File: src/rtl/seven_seg_scan_ctrl.sv
// seven_seg_scan_ctrl: time-multiplexed six-digit seven-segment scan controller
// with dead time, 16-level brightness PWM, per-digit blanking and a frame strobe.
// Optional build macro SEVEN_SEG_ACTIVE_LOW_EN inverts seg_o/dig_o (dark = all ones)
// for common-anode displays with PNP digit drivers; frame_o is unaffected.
module seven_seg_scan_ctrl #(
    parameter int unsigned PRESCALE = 64
) (
    input  logic        clk_i,
    input  logic        rst_i,
    input  logic        enable_i,
    input  logic [41:0] seven_seg_hms_i,
    input  logic [5:0]  digit_blank_i,
    input  logic [3:0]  brightness_i,
    output logic [6:0]  seg_o,
    output logic [5:0]  dig_o,
    output logic        frame_o
);

    localparam int unsigned    PW     = (PRESCALE > 1) ? $clog2(PRESCALE) : 1;
    localparam logic [PW-1:0]  P_LAST = PW'(PRESCALE - 1);

`ifdef SEVEN_SEG_ACTIVE_LOW_EN
    localparam logic ACTIVE_LOW = 1'b1;
`else
    localparam logic ACTIVE_LOW = 1'b0;
`endif

    localparam logic [6:0] SEG_DARK = {7{ACTIVE_LOW}};
    localparam logic [5:0] DIG_DARK = {6{ACTIVE_LOW}};

    typedef enum logic {
        IDLE = 1'b0,
        SCAN = 1'b1
    } state_t;

    state_t        state;
    state_t        state_next;

    logic [PW-1:0] p;
    logic [3:0]    t;
    logic [2:0]    d;
    logic [41:0]   snap;
    logic [5:0]    blank;
    logic [3:0]    bright;

    logic          tick_wrap;
    logic          slot_wrap;
    logic          frame_wrap;
    logic          lit;
    logic [6:0]    seg_sel;
    logic [5:0]    dig_sel;
    logic          blank_sel;

    // State register: enable_i alone decides IDLE vs SCAN each edge
    always_ff @(posedge clk_i or posedge rst_i) begin
        if (rst_i) begin
            state <= IDLE;
        end else begin
            state <= state_next;
        end
    end

    // Next state, counter wrap detection, current-digit mux and drive condition
    always_comb begin
        state_next = enable_i ? SCAN : IDLE;
        tick_wrap  = (p == P_LAST);
        slot_wrap  = tick_wrap && (t == 4'd15);
        frame_wrap = slot_wrap && (d == 3'd5);
        seg_sel    = '0;
        dig_sel    = '0;
        blank_sel  = 1'b1;
        case (d)
            3'd0: begin seg_sel = snap[6:0];   dig_sel = 6'b000001; blank_sel = blank[0]; end
            3'd1: begin seg_sel = snap[13:7];  dig_sel = 6'b000010; blank_sel = blank[1]; end
            3'd2: begin seg_sel = snap[20:14]; dig_sel = 6'b000100; blank_sel = blank[2]; end
            3'd3: begin seg_sel = snap[27:21]; dig_sel = 6'b001000; blank_sel = blank[3]; end
            3'd4: begin seg_sel = snap[34:28]; dig_sel = 6'b010000; blank_sel = blank[4]; end
            3'd5: begin seg_sel = snap[41:35]; dig_sel = 6'b100000; blank_sel = blank[5]; end
            default: ;
        endcase
        // Tick 0 of every slot is dead time; enable_i gates so a drop darkens on that edge
        lit = enable_i && (state == SCAN) && (t != 4'd0) && (t <= bright) && !blank_sel;
    end

    // Prescaler/tick/digit counters with slot-boundary brightness and frame-boundary snapshot loads
    always_ff @(posedge clk_i or posedge rst_i) begin
        if (rst_i) begin
            p      <= '0;
            t      <= '0;
            d      <= '0;
            snap   <= '0;
            blank  <= '0;
            bright <= '0;
        end else if (state_next == IDLE) begin
            p <= '0;
            t <= '0;
            d <= '0;
        end else if (state == IDLE) begin
            p      <= '0;
            t      <= '0;
            d      <= '0;
            snap   <= seven_seg_hms_i;
            blank  <= digit_blank_i;
            bright <= brightness_i;
        end else begin
            p <= tick_wrap ? '0 : p + 1'b1;
            if (tick_wrap) begin
                t <= t + 4'd1;
            end
            if (slot_wrap) begin
                d      <= (d == 3'd5) ? 3'd0 : d + 3'd1;
                bright <= brightness_i;
            end
            if (frame_wrap) begin
                snap  <= seven_seg_hms_i;
                blank <= digit_blank_i;
            end
        end
    end

    // Registered output stage: one cycle after counter state, polarity applied here
    always_ff @(posedge clk_i or posedge rst_i) begin
        if (rst_i) begin
            seg_o   <= SEG_DARK;
            dig_o   <= DIG_DARK;
            frame_o <= 1'b0;
        end else begin
            seg_o   <= lit ? (seg_sel ^ SEG_DARK) : SEG_DARK;
            dig_o   <= lit ? (dig_sel ^ DIG_DARK) : DIG_DARK;
            frame_o <= enable_i && (state == SCAN) && frame_wrap;
        end
    end

endmodule

File: config.mk
export PLATFORM = sky130hd
export DESIGN_NAME = seven_seg_scan_ctrl
export DESIGN_NICKNAME = d
export VERILOG_FILES = /design/src/rtl/seven_seg_scan_ctrl.sv
export SDC_FILE = /design/constraint.sdc
export NUM_CORES = 1
export LEC_CHECK = 0
export ABC_AREA = 1
export BUFFER_PORTS_ARGS = -buffer_cell sky130_fd_sc_hd__buf_2
export CAP_MARGIN = 20
export CORE_MARGIN = 3
export CORE_UTILIZATION = 40
export CTS_BUF_LIST = sky130_fd_sc_hd__clkbuf_16
export CTS_CLUSTER_SIZE = 28
export DETAILED_ROUTE_END_ITERATION = 12
export PLACE_DENSITY = 0.73
export SYNTH_ARGS = -nofsm -noshare
export SYNTH_HDL_FRONTEND = slang
export SYNTH_SLANG_ARGS = --single-unit
File: constraint.sdc
create_clock -name clk_i -period 2.5 [get_ports clk_i]
set_input_delay 0.25 -clock clk_i [delete_from_list [all_inputs] [get_ports clk_i]]
set_output_delay 0.25 -clock clk_i [all_outputs]
set_load 0.01 [all_outputs]
Yosys cells after proc, flatten, opt, wreduce, memory -nomap -nowiden. Cells that the tools add are included.

Register bits: 80. Input port bits: 55. Output and inout bits: 14. Word-level logic and storage cells: 59.

Add/sub/neg operators: 3. Magnitude comparators: 1. Eq/ne operators: 11. Mux-type cells: 22. Reduce and logical (&&, ||, !) cells: 12.

Operators by type and width (count): $mux 42 (2); $pmux 7 s6 (1); $mux 6 (6); $pmux 6 s6 (1); $mux 4 (5); $mux 3 (4); $logic_and 1x1->1 (7); $mux 7 (1); $add 6x1->6 const B (1); $eq 3x2->1 const B (2); $eq 3x3->1 const B (2); $eq 6x6->1 const B (1); $ne 3x2->1 const B (2); $pmux 1 s6 (1); $add 4x1->4 const B (1); $eq 4x4->1 const B (1); $le 4x4->1 (1); $ne 2x1->1 const B (2); $reduce_and 2->1 (2); $reduce_bool 4->1 (1); $add 3x1->3 const B (1); $eq 3x1->1 const B (1); $logic_not 3->1 (1); $logic_not 1->1 (1); $mux 1 (1).

Longest topological paths before layout. Gate-level depths: netlist of the first run.

Depth in word-level cells: 5. Mapped depth: 12. Depth with buffers taken out: 10.

Worst setup path before layout of the first run. Ideal clock, no wire load.

Path type: register -> register. Start point: reg d[0]. End point: reg dig_o[2]. Setup time: 0.072 ns. Arrival: 1.642 ns. Required time: 2.428 ns. Slack: 0.786 ns. Stages on the path, launching flop included: 13. Path buffers: 3. Clock period less this slack: 1.714 ns. Cells stage by stage: dfrtp_1 > buf_2 > nand2_1 > inv_1 > ha_1 > buf_1 > nor2_1 > nand2_1 > nand3_1 > nor2_1 > nand2_1 > buf_6 > nor2_1.

Longest elaborated chain between the ends: 5. Elaborated cells between the ends (all ways): 11. Classes of those cells: eq/ne: 5; mux: 3; reduce/logical: 3.

RTL lines: from (decl) (RTL line 41) `logic [2:0] d;`; from (signal assigned) (RTL line 111) `d <= (d == 3'd5) ? 3'd0 : d + 3'd1;`; $eq 3x3->1, or another cell as far along (RTL line 72) `case (d)`; $pmux 1 s6 (RTL line 72); $logic_not 1->1 (RTL line 82) `lit = enable_i && (state == SCAN) && (t != 4'd0) && (t <= bright) && !blank_sel;`; $logic_and 1x1->1 (RTL line 82); $mux 6 * (RTL line 129) `dig_o <= lit ? (dig_sel ^ DIG_DARK) : DIG_DARK;`; to (signal assigned) (RTL line 129); to (decl) (RTL line 15) `output logic [5:0] dig_o,`.

Every way passes the cells marked *; elsewhere a longest branch is shown, timed or not. A chain may end at the register's enable or synchronous reset.

Final worst setup path of the first run. Same ends and word-level chain as after synthesis.

==> reports/metrics.cfg, run 1 <==
[run_status]
outcome=complete, no violations

[synth]
synth.distinct_cells=23
syn_area_um2=3702
synth_compound_area_share_pct=2.940
yosysTopAreaCell=dfrtp_1
ys_ff_latch=80
synth-simple-area-share_pct=33.93
synth.avg_cell_area_um2=8.227
synth_mux_area_share_pct=0
synthAdderAreaFrac_pct=2.704
synthFlopType=dfrtp_1
synth.top_cell.area_share_pct=54.07
synth_area_leaders=dfrtp_1 (54%), nand2_1 (17%), nand3_1 (9.3%), nor2_1 (3.3%), ha_1 (2.7%)
synth-xor-area-share_pct=0
synth_top_family_by_area=simple AND/OR/NAND/NOR gates
synth_nets=513
yosys_warnings=0
ys_async_sr_fraction_pct=100.0
yosysSeqAreaShare_pct=54.07
synth-edff-count=0
netlist_instances=450

[cells_and_area]
finalCoreUtilization_pct=50.68
layout_common_cells=nand2_1 (169), dfrtp_1 (80), nand3_1 (69)
fin_nets=579
layout_commonest_cell=nand2_1
layout-drive-gt1-share_pct=19.39
syn2layout_area_growth_pct=21.12
fin_cells=629
antenna_cells=0

[worst_setup_path]
crit_path_max_fanout=13
critPathLaunchType=flip-flop
cp.required_ns=2.74
crit_type=flip-flop to flip-flop
setup.worst_path.end_class=flip-flop
arrival_ns=2.21

[cts]
cts_tree=built
worst_skew_pair.late_latency_ns=0.33
cts_resized=0
clkSinkCount=80
numCtsBuffers=9
cts.clk_slew.worst_paths_ns=0.06
cts_setup_buffers=0
clk_path_buf_depth=2
cts-root-buf=clkbuf_16
cts_max_level=3

[detailed_routing]
drt-met1-wl_mm=4.189
num_vias=3199
final_antenna_net_count=0
routed_wl_mm=9.149
initialDrtViolationCount=153
wl_met2_mm=4.311
routed_via_density=5.086
wl_per_cell_um=14.55
top_layer=met4
dr_wl_met3_um=396
drt_first_pass_iters=4
drc=0

[global_routing]
antenna_found_initial=0
grt_pass1_wl_mm=15.28
grt_max_degree=49
grt_overflow=0
gr-usage-all-layers_pct=18.98
grt_pass1_vias=3229

[sta]
finalCritPeriodShare_pct=78.83
tightest_slew_ns=0.5446
fin_hold_ws_ns=0.1501
setup_viol=0
setup_ws_ns=0.5293
max_freq_mhz=507.4
finalSetupTns_ns=0
drv_slew=0
fin_skew_ns=0.008481
fin_crit_ns=1.971
relSlewSlack_pct=63.64
rsz0062_at_grt=false
hold_viol_final=0

[floorplan]
num_rows=34
ios=69
die_y_um=102.2
core_area_um2=8848
dieArea_um2=10450
start_util_pct=41.84
fp.dieW_um=102.2

[placement]
dp_hpwl_mm=6.586
dp.cells=612
io_buffers=68
preCtsSetupSlack_ns=0.5627
gp_congestion=0.9322

[pwr]
power.density_nw_per_um2=740.3
p_leak_nw=2.407
vdd_drop_max_mv=0.3619

[flow_run]
cap_violations=0

[worst_hold_path]
hold_class=input port to flip-flop

-- repair_timing --
item / CTS / global route
setup endpoints to repair: 0 / 0
hold buffers: 1 / 0
endpoints found under the hold margin: 23 / 0
-- layout make-up --
type	instances	area [µm²]
Clock buffer	9	225.2
Clock inverter	7	136.4
Fill cell	870	4364
Inverter	26	97.59
Multi-Input combinational cell	322	1465
Sequential cell	80	2002
Tap cell	108	135.1
Timing Repair Buffer	77	422.9
-- path summary, 6_finish.rpt --
path / to / slack [ns] / start / depth (start not counted)
worst max register to register: dig_o[2] / 0.53 / d[0] / 9
worst min-delay path: snap[10] / 0.15 / seven_seg_hms_i[10] / 3
worst max-delay path: dig_o[2] / 0.53 / d[0] / 9
max in group asynchronous: seg_o[3] / 1.22 / rst_i / 4
min in group asynchronous: snap[0] / 0.51 / rst_i / 3
worst min register to register: snap[12] / 0.47 / snap[12] / 2
-- cell usage after synthesis (3+ instances only) --
library cell  count
inv_1            23
buf_2             8
nand4_1          14
a21oi_1           8
o21ai_0           9
buf_6             5
inv_2             3
nor3_1            3
dfrtp_1          80
nor2_1           33
nand2_1         169
ha_1              8
clkbuf_1          6
nand3_1          69
-- sequential cells by signal, summed over array words and instances, names as in the netlist --
name / cells
seg_o: 7
t: 4
state: 1
p: 6
dig_o: 6
bright: 4
d: 3
snap: 42
frame_o: 1
blank: 6
-- metrics by stage --
step | instance area [µm²] | total power [W]
6_report | 4484 | 0.003320
5_1_grt | 4484 | 0.003461
4_1_cts | 4484 | 0.003350
3_5_place_dp | 4113 | 0.001773
3_3_place_gp | 4113 | 0.001757
2_1_floorplan | 3702 | 0.001661
-- power by group --
group          switching, W  leakage [nW]  internal, W
Combinational      0.000166          1.19     0.000108
Clock              0.000501         0.182      0.00107
Sequential        0.0000713          1.03      0.00140
-- critical path, cell delays in order (launching register included) --
cell and delay, ns:
dfrtp_1 0.58, nand2_1 0.09, inv_1 0.07, ha_1 0.35, nor2_1 0.10, nand2_1 0.08
nand3_1 0.06, nor2_1 0.10, nand2_1 0.26, nor2_1 0.20
-- routing by layer --
metal	track usage (%)	vias up
met5	0	-
met4	7.972	0
met3	4.164	16
met2	29.99	86
met1	25.35	1517
li1	-	1580
-- cell families (layout without fill, tap and decap cells) --
group / after synthesis / count (layout)
adders and majority gates: 8 / 8
DFF: 80 / 80
AOI/OAI and AO/OA: 20 / 20
buffers and inverters: 48 / 119
and+or+nand+nor: 294 / 294
Power figures use the tool's default switching activity.
==> run 2, diff against run 1 <==
clock period = 1.9 ns   (was 2.5 ns; I/O delays follow)
==> run 2 against run 1 <==
  * Cell count is 0.48% higher
  * Clock-buffer cell count stayed put
  * Clock skew is 0.0022 ns lower
  * Routed wire length is 4.0% lower
  * Die area stayed put
  * Clock power is 12% higher
  * Combinational power is 34% higher
  * Worst setup slack worse by 0.31 ns
  * Utilization hardly changed
  * Non-clock buffer count is 3 higher
  * Fmax is 17% higher
  * Flip-flop and latch count stayed put
  * Largest power group is now sequential cells
==> reports/metrics.cfg, run 2 (synthesis results as in run 1) <==
[run_status]
outcome=complete, no violations

[worst_setup_path]
arrival_ns=1.90  ; -0.31 ns
crit_type=flip-flop to flip-flop
reg2regPathDepth=9  ; unchanged
critPathLaunchType=flip-flop
crit_path_max_fanout=48  ; +35
critPathMaxStageDelay_ns=0.39  ; -0.19 ns
crit_slowest_cell=dfrtp_1
path_cells=ha_1 -> nand3_2 -> nor2_4 -> nand3_1 -> nand2_2 -> nand2_2 -> buf_12 -> nand2_1 -> nand2_1
cp.required_ns=2.12  ; -0.62 ns
setup.worst_path.end_class=flip-flop

[global_routing]
antenna_found_initial=0  ; unchanged
use_met2_pct=29.79  ; -0.20 points
met3_usage_pct=2.935  ; -1.2 points
grt_pass1_vias=3102  ; -3.9%
grt_max_degree=57  ; +16%
gr-usage-all-layers_pct=18.84  ; -0.15 points
top_usage_layer=met2
use_met1_pct=25.81  ; +0.46 points
grt_overflow=0  ; unchanged
grt_pass1_wl_mm=15.11  ; -1.1%

[cells_and_area]
fin_nets=582  ; +0.52%
top_regs=snap: 42 flops, seg_o: 7 flops
largest_register_ffs=42  ; unchanged
antenna_cells=0  ; unchanged
fill_cells=837  ; -3.8%
layout_commonest_cell=nand2_1
layout-drive-gt1-share_pct=19.85  ; +0.46 points
layout_common_cells=nand2_1 (168), dfrtp_1 (79), nand3_1 (69)
largest-register=snap
final_area_um2=4483  ; about the same
register_area_um2=2003  ; about the same
syn2layout_area_growth_pct=21.09  ; about the same
finalCoreUtilization_pct=50.66  ; about the same
multi_input_area_um2=1468  ; +0.17%

[cts]
cts.clk_slew.worst_paths_ns=0.06  ; about the same
cts_setup_buffers=0  ; unchanged
cts_tree=built
worst_skew_pair.late_latency_ns=0.33  ; about the same
cts-root-buf=clkbuf_16
clk_path_buf_depth=2  ; unchanged
numCtsBuffers=9  ; unchanged
clkSinkCount=80  ; unchanged
cts_max_level=3  ; unchanged

[sta]
setup_viol=0  ; unchanged
relSlewSlack_pct=58.63  ; -5.0 points
drv_slew=0  ; unchanged
setup_ws_ns=0.2174  ; -0.3119 ns
tightest_slew_ns=0.6192  ; +0.07457 ns
hold_viol_final=0  ; unchanged
finalCritPeriodShare_pct=88.56  ; +9.7 points
fin_crit_ns=1.683  ; -0.2881 ns
max_freq_mhz=594.3  ; +17%
finalSetupTns_ns=0  ; unchanged
fin_hold_ws_ns=0.08205  ; -0.06808 ns
rsz0062_at_grt=false
fin_skew_ns=0.006276  ; -0.002204 ns

[pwr]
vdd_drop_max_mv=0.4327  ; +20%
p_leak_nw=2.405  ; about the same
power.density_nw_per_um2=906.2  ; +22%

[detailed_routing]
num_vias=3139  ; -1.9%
wl_per_cell_um=13.90  ; -4.5%
final_antenna_net_count=0  ; unchanged
routed_via_density=4.967  ; -2.3%
initialDrtViolationCount=188  ; +23%
drc=0  ; unchanged
drt_first_pass_iters=5  ; +1
routed_wl_mm=8.783  ; -4.0%

[floorplan]
fp.dieW_um=102.2  ; unchanged
start_util_pct=41.84  ; unchanged
core_area_um2=8848  ; unchanged
num_rows=34  ; unchanged
dieArea_um2=10450  ; unchanged
die_y_um=102.2  ; unchanged
ios=69  ; unchanged

[placement]
dp_hpwl_mm=6.319  ; -4.1%
gp_congestion=0.8887  ; -4.7%
place_area_um2=4164  ; +1.2%
io_buffers=68  ; unchanged
preCtsSetupSlack_ns=0.1515  ; -0.4112 ns

[worst_hold_path]
hold_path_depth=3  ; unchanged
hold_class=input port to flip-flop

[flow_run]
cap_violations=0  ; unchanged

run 2: critical path: cells and delay by family, from the launching register on:
family | cells | cell delay (ns)
simple gates | 7 | 0.74
flops | 1 | 0.39
fa+ha+maj | 1 | 0.21
buf+inv | 1 | 0.19
run 2: stage by stage:
step / total power [W] / cells
after floorplan: 0.002186 / 450
after global placement: 0.002322 / 615
after detailed placement: 0.002335 / 615
after CTS: 0.004108 / 632
after global routing: 0.004249 / 632
final: 0.004063 / 632
run 2: repair_timing:
item                                   4_1_cts  5_1_grt
setup endpoints to repair                    0       13
hold buffers                                 1        0
resized for setup                            0        2
endpoints found under the hold margin       24        0
run 2: final timing paths:
path                                      from        to  slack, ns
max                                       p[0]  snap[25]       0.22
max in group asynchronous                rst_i  snap[19]       0.84
min in group asynchronous                rst_i   snap[8]       0.49
max reg2reg                               p[0]  snap[25]       0.22
min                        seven_seg_hms_i[33]  snap[33]       0.08
min reg2reg                            snap[8]   snap[8]       0.47
run 2: report_power, final:
| part | total (W) | leakage, nW | internal (W) | switching, W |
|---|---|---|---|---|
| Clock | 0.00176 | 0.161 | 0.00113 | 0.000631 |
| Sequential | 0.00194 | 1.03 | 0.00185 | 0.0000897 |
| Combinational | 0.000367 | 1.21 | 0.000150 | 0.000217 |
| Total | 0.00406 | 2.40 | 0.00313 | 0.000938 |
run 2: metal layers:
metal	share of wire, %	routed length [µm]
met1	46	4059
met2	47	4089
met3	5.1	449
met5	0	0
met4	2.1	184
run 2: cell type report:
| type | count | area share [%] |
|---|---|---|
| clock buffers | 9 | 5.024 |
| well taps | 108 | 3.014 |
| inverters | 26 | 2.261 |
| flip-flops and latches | 80 | 44.68 |
| repair buffers | 80 | 10.49 |
| clock inverters | 7 | 1.786 |
| multi-input cells | 322 | 32.74 |
